===== src/rtl/alu_sched_pkg.sv =====
// rtl/alu_sched_pkg.sv - shared encodings and tag type for the ALU op scheduler
package alu_sched_pkg;

    localparam int ALU_LATENCY = 9;
    localparam int ID_W        = 3;

    typedef enum logic [1:0] {
        SEL_ADD     = 2'b00,
        SEL_MUL     = 2'b01,
        SEL_MAC     = 2'b10,
        SEL_ILLEGAL = 2'b11
    } alu_sel_e;

    typedef struct packed {
        logic            valid;
        logic [ID_W-1:0] id;
        logic            err;
    } tag_t;

endpackage


===== src/rtl/rr_arbiter.sv =====
// rtl/rr_arbiter.sv - round-robin arbiter with pointer advanced on grant
module rr_arbiter #(
    parameter  int N  = 4,
    localparam int IW = $clog2(N)
) (
    input  logic          clk,
    input  logic          reset,
    input  logic [N-1:0]  req,
    input  logic          advance,
    output logic [N-1:0]  gnt,
    output logic [IW-1:0] gnt_idx
);

    logic [IW-1:0] last_q, last_d;
    logic          found;
    int            idx;

    // search from the requester after the last grant, first hit wins
    always_comb begin
        gnt     = '0;
        gnt_idx = '0;
        found   = 1'b0;
        idx     = 0;
        for (int k = 1; k <= N; k++) begin
            idx = (int'(last_q) + k) % N;
            if (!found && req[IW'(idx)]) begin
                found           = 1'b1;
                gnt[IW'(idx)]   = 1'b1;
                gnt_idx         = IW'(idx);
            end
        end
        last_d = advance ? gnt_idx : last_q;
    end

    // pointer resets to the last slot so requester 0 is searched first
    always_ff @(posedge clk) begin
        if (reset) begin
            last_q <= IW'(N - 1);
        end else begin
            last_q <= last_d;
        end
    end

endmodule


===== src/rtl/alu_op_scheduler.sv =====
// rtl/alu_op_scheduler.sv - shares one fixed-latency ALU between NREQ requesters
module alu_op_scheduler
    import alu_sched_pkg::*;
#(
    parameter  int NREQ    = 4,
    parameter  int LATENCY = ALU_LATENCY,
    parameter  int DW      = 8,
    localparam int IW      = $clog2(NREQ),
    localparam int CW      = $clog2(LATENCY + 1)
) (
    input  logic               clk,
    input  logic               reset,
    input  logic               hold,
    input  logic [NREQ-1:0]    req_valid,
    output logic [NREQ-1:0]    req_ready,
    input  logic [NREQ*DW-1:0] req_a,
    input  logic [NREQ*DW-1:0] req_b,
    input  logic [NREQ*DW-1:0] req_m,
    input  logic [NREQ*2-1:0]  req_sel,
    output logic [DW-1:0]      alu_a,
    output logic [DW-1:0]      alu_b,
    output logic [DW-1:0]      alu_m,
    output logic [1:0]         alu_sel,
    output logic               alu_issue,
    input  logic [DW-1:0]      alu_out,
    output logic [NREQ-1:0]    rsp_valid,
    output logic [DW-1:0]      rsp_data,
    output logic               rsp_err,
    output logic [CW-1:0]      inflight,
    output logic               busy
);

    logic [NREQ-1:0] eligible;
    logic [NREQ-1:0] gnt;
    logic [IW-1:0]   gnt_idx;
    logic            granted;
    logic [1:0]      sel_in;

    logic [DW-1:0] alu_a_q, alu_a_d, alu_b_q, alu_b_d, alu_m_q, alu_m_d;
    logic [1:0]    alu_sel_q, alu_sel_d;
    tag_t          issue_tag_q, issue_tag_d;
    tag_t          pipe_q [LATENCY];
    tag_t          pipe_d [LATENCY];
    tag_t          head;
    logic [CW-1:0] inflight_q, inflight_d;

    // no grants while held or in reset
    assign eligible  = req_valid & {NREQ{~(hold | reset)}};
    assign granted   = |gnt;
    assign req_ready = gnt;

    rr_arbiter #(.N(NREQ)) u_arb (
        .clk     (clk),
        .reset   (reset),
        .req     (eligible),
        .advance (granted),
        .gnt     (gnt),
        .gnt_idx (gnt_idx)
    );

    // capture the granted requester's operands; illegal ops issue as add but are tagged err
    always_comb begin
        alu_a_d     = alu_a_q;
        alu_b_d     = alu_b_q;
        alu_m_d     = alu_m_q;
        alu_sel_d   = alu_sel_q;
        issue_tag_d = '0;
        sel_in      = req_sel[gnt_idx*2 +: 2];
        if (granted) begin
            alu_a_d           = req_a[gnt_idx*DW +: DW];
            alu_b_d           = req_b[gnt_idx*DW +: DW];
            alu_m_d           = req_m[gnt_idx*DW +: DW];
            alu_sel_d         = (sel_in == SEL_ILLEGAL) ? SEL_ADD : sel_in;
            issue_tag_d.valid = 1'b1;
            issue_tag_d.id    = ID_W'(gnt_idx);
            issue_tag_d.err   = (sel_in == SEL_ILLEGAL);
        end
    end

    // tag pipe shifts every cycle so its head lines up with the ALU result;
    // inflight counts tags not yet at the head, so it peaks at LATENCY
    always_comb begin
        pipe_d[0] = issue_tag_q;
        for (int i = 1; i < LATENCY; i++) begin
            pipe_d[i] = pipe_q[i-1];
        end
        inflight_d = inflight_q + CW'(issue_tag_d.valid) - CW'(pipe_q[LATENCY-2].valid);
    end

    // response decode from the pipe head
    always_comb begin
        head = pipe_q[LATENCY-1];
        for (int i = 0; i < NREQ; i++) begin
            rsp_valid[i] = head.valid && !reset && (head.id == ID_W'(i));
        end
        rsp_err  = head.valid && !reset && head.err;
        rsp_data = (head.valid && !reset && !head.err) ? alu_out : '0;
    end

    // state registers
    always_ff @(posedge clk) begin
        if (reset) begin
            alu_a_q     <= '0;
            alu_b_q     <= '0;
            alu_m_q     <= '0;
            alu_sel_q   <= '0;
            issue_tag_q <= '0;
            inflight_q  <= '0;
            for (int i = 0; i < LATENCY; i++) begin
                pipe_q[i] <= '0;
            end
        end else begin
            alu_a_q     <= alu_a_d;
            alu_b_q     <= alu_b_d;
            alu_m_q     <= alu_m_d;
            alu_sel_q   <= alu_sel_d;
            issue_tag_q <= issue_tag_d;
            inflight_q  <= inflight_d;
            for (int i = 0; i < LATENCY; i++) begin
                pipe_q[i] <= pipe_d[i];
            end
        end
    end

    assign alu_a     = alu_a_q;
    assign alu_b     = alu_b_q;
    assign alu_m     = alu_m_q;
    assign alu_sel   = alu_sel_q;
    assign alu_issue = issue_tag_q.valid;
    assign inflight  = inflight_q;
    assign busy      = (inflight_q != '0);

endmodule


===== config.mk =====
export PLATFORM = sky130hd
export DESIGN_NAME = alu_op_scheduler
export DESIGN_NICKNAME = d
export VERILOG_FILES = /design/src/rtl/alu_sched_pkg.sv /design/src/rtl/rr_arbiter.sv /design/src/rtl/alu_op_scheduler.sv
export SDC_FILE = /design/constraint.sdc
export NUM_CORES = 1
export LEC_CHECK = 0
export CAP_MARGIN = 20
export CORE_MARGIN = 2
export CORE_UTILIZATION = 25
export CTS_CLUSTER_DIAMETER = 100
export DETAILED_ROUTE_END_ITERATION = 12
export PLACE_DENSITY_LB_ADDON = 0.1
export SLEW_MARGIN = 20
export SYNTH_ARGS = -nofsm -noshare
export SYNTH_HDL_FRONTEND = slang
export SYNTH_SLANG_ARGS = --single-unit

===== constraint.sdc =====
create_clock -name clk -period 4.1 [get_ports clk]
set_input_delay 1.23 -clock clk [delete_from_list [all_inputs] [get_ports clk]]
set_output_delay 1.23 -clock clk [all_outputs]
set_load 0.005 [all_outputs]

==> metrics.md, run 1 <==
| Metric | Value |
|---|---|
| Outcome | complete, no violations |
| CTS Hold Bufs | 0 |
| Register area share after synthesis | 0.367 |
| Area grow syn2layout | 66.9% |
| Slowest CP cell | mux4_2 |
| Final Setup Violations | 0 |
| Number of routed nets with antenna violations | 0 |
| Crit path kind | primary input to output pin |
| Reg-to-Reg End | alu_a[3] |
| Worst path required time | 2.87 ns |
| Fill count | 1507 |
| CP endpoint kind | output pin |
| Pin count of the biggest net entering global routing | 46 |
| CP max FO | 5 |
| HP Class | flop to flop |
| Yosys reg bits | 72 |
| Crit path largest cell delay | 0.50 ns |
| Rows | 45 |
| Post-Syn Instances | 415 |
| Number of max-cap violations | 0 |
| Port Buffers | 167 |
| Vias in the first global route | 3901 |
| Die area | 16700 sq um |
| All-Layer GR Usage | 0.148 |
| Post-Synth XOR/XNOR Area | 0.00669 |
| Hold path depth | 1 |
| CTS buffer count | 9 |
| Worst Hold Launch | pipe_q[0][34] |
| Syn Area/Cell | 9.46 sq um |
| Crit Reg-Reg Startpoint | u_arb.last_q[0] |
| Detailed Route Iter0 Violations | 116 |
| Endpoint, Worst Hold | pipe_q[0][39] |
| Final hold viol count | 0 |
| Reg2Reg Setup Slack | 0.53 ns |
| Nets | 747 |
| Share of cells above drive strength 1 | 0.158 |
| Top_reg_cell synth | dfxtp_1 |
| Final setup skew | 0.00251 ns |
| DP HPWL | 9190 um |
| Worst-margin pin slew | 0.652 ns |
| # diodes | 0 |
| Post-route DRC | 0 |
| CTS clk-pin slew, worst paths | 0.06 ns |
| Initial antenna violation count | 0 |
| Synth area leader | dfxtp_1 |
| Simple-Gate Fraction of Synth Area | 0.190 |
| Most frequent cell after synthesis | dfxtp_1 |
| First-pass GRT wire length | 19300 um |
| Mapped Area | 3930 sq um |
| TNS Setup | 0 ns |
| Routed via count | 3846 |
| Root buffer cell | clkbuf_16 |
| Main combinational cell family by area after synthesis | compound AO/OA/AOI/OAI gates |
| Maximum clock insertion buffer count | 2 |
| Final Max Slew Viols | 0 |
| Chip Height | 129 um |
| Core Region | 15300 sq um |
| Type of origin of the critical path | primary input |
| P per Cell Area | 536 nW/um^2 |
| Drt pass-1 iters | 4 |
| Worst r2r path cells | 13 |
| Avg WL per Cell | 14.6 um |
| Yosys top cell area share | 0.367 |
| Worst slew margin | 0.564 |
| Peak VDD IR | 0.234 mV |
| CTS tree | done |
| Post-synth top cells | dfxtp_1, nor2b_1, a211oi_1 |
| Synth warnings | 0 |
| Synth area leaders | dfxtp_1, nor2b_1, a211oi_1 |
| Number of H-tree levels | 3 |
| Routability cong. | 0.836 |
| Min Clock Period, post-route | 4.02 ns |
| Mux contribution to synthesized area | 0.121 |
| Routed vias/inst | 4.63 |
| Top Ports | 168 |
| Complex-gate fraction of the synthesized area | 0.221 |
| CTS sink cnt | 72 |
| Yosys cell types | 50 |
| EDFF count, synth | 0 |
| Adder-cell area share of the yosys netlist | 0.0434 |
| Skew-Pair Late Insertion Delay | 0.33 ns |
| Fin util | 0.429 |
| Crit path DAT | 2.79 ns |
| Tcrit/Tclk final | 0.981 |
| Die width | 129 um |
| Routed WL | 12100 um |
| Critical path cell sequence | clkdlybuf4s15_1 -> buf_6 -> mux4_2 -> nor3b_2 -> buf_4 -> a32oi_1 -> o211ai_1 -> buf_2 |
| Static leakage | 2.66 nW |
| Post-synth net total | 547 |
| Initial cell density of the core | 0.257 |
| Async SR Flop Fraction | 0 |
| GRT overflow | 0 |
| Highest Clock Rate | 249 MHz |
[how the worst max path moves through the flow]
stage / endpoint / cells past startpoint / slack (ns) / from
floorplan: inflight[2] / 13 / 0.13 / req_valid[0]
detailed placement: req_ready[3] / 8 / -0.58 / req_valid[2]
global placement: req_ready[0] / 7 / -0.55 / req_valid[2]
finish: req_ready[1] / 8 / 0.08 / req_valid[1]
CTS: req_ready[1] / 8 / 0.01 / req_valid[2]
global route: req_ready[0] / 8 / -0.03 / req_valid[1]
[metrics by stage]
| stage | hold WS [ns] | power [W] | instances | setup WS, ns | cell area, sq um |
|---|---|---|---|---|---|
| final | 0.434 | 0.00351 | 831 | 0.0775 | 6550 |
| after global routing | 0.452 | 0.00377 | 831 | -0.0303 | 6550 |
| after CTS | 0.440 | 0.00355 | 827 | 0.00986 | 6490 |
| after detailed placement | 0.424 | 0.00270 | 809 | -0.581 | 6180 |
| after global placement | 0.417 | 0.00269 | 809 | -0.552 | 6180 |
| after floorplan | 0.414 | 0.00188 | 415 | 0.129 | 3930 |
[worst max-delay path: cells and delay by family]
kind            cells  cell delay [ns]
buf+inv             4             0.61
simple gates        1             0.18
compound gates      2             0.27
mux                 1             0.50
[power by group]
group          switching, W  internal, W
sequential        0.0000683     0.000829
combinational      0.000844     0.000957
clock              0.000327     0.000484
total               0.00124      0.00227
[kinds of logic after synthesis]
kind of cell | after synthesis
AND/OR/NAND/NOR | 126
AO/OA/AOI/OAI | 112
flip-flops | 72
buffers and inverters | 47
multiplexers | 42
adder cells (fa/ha/maj) | 13
XOR/XNOR | 3
[final cells by class]
cell class,count,area [sq um],share of cell area
Sequential cell,72,1440,0.220
Inverter,12,45.0,0.00688
Clock inverter,7,85.1,0.0130
Multi-Input combinational cell,296,2320,0.355
Clock buffer,9,225,0.0344
Timing Repair Buffer,224,2170,0.331
Tap cell,211,264,0.0403
[state kept, by name, indices dropped and copies added, names as in the netlist]
register	flops
alu_b	8
issue_tag_q	3
u_arb.last_q	2
pipe_q	36
alu_sel	2
inflight	4
alu_m	8
alu_issue	1
alu_a	8
[placed cells by master (no fill, tap or decap), types with 7 or more instances in the layout]
cell type,Yosys,routed
buf_4,3,46
clkbuf_16,0,9
dfxtp_1,72,72
inv_1,11,11
nor2_1,13,11
a211oi_1,48,48
nand2_1,9,9
a31o_1,24,24
ha_1,12,12
a21oi_1,7,7
nor2b_1,70,70
mux2i_1,34,34
clkdlybuf4s50_1,0,158
and2_1,10,10
[metal layers]
metal | GRT usage | vias up | wire length [um]
li1 | - | 1919 | -
met1 | 0.164 | 1754 | 4880
met2 | 0.250 | 152 | 5690
met3 | 0.0562 | 21 | 1200
met4 | 0.0735 | 0 | 344
met5 | 0 | - | 0
[repair_timing]
| item | in CTS | in global routing |
|---|---|---|
| pin swaps | 4 | 3 |
| resized for setup | 25 | 10 |
| setup endpoints to repair | 34 | 16 |
| buffers inserted | 2 | 3 |
| cloned | 0 | 0 |
Power figures use the tool's default switching activity.
==> run 2: changes to the inputs <==
- CTS_CLUSTER_SIZE: default -> 25
==> results of run 2 <==
The final DEF is identical to that of run 1; final timing and power are the same.
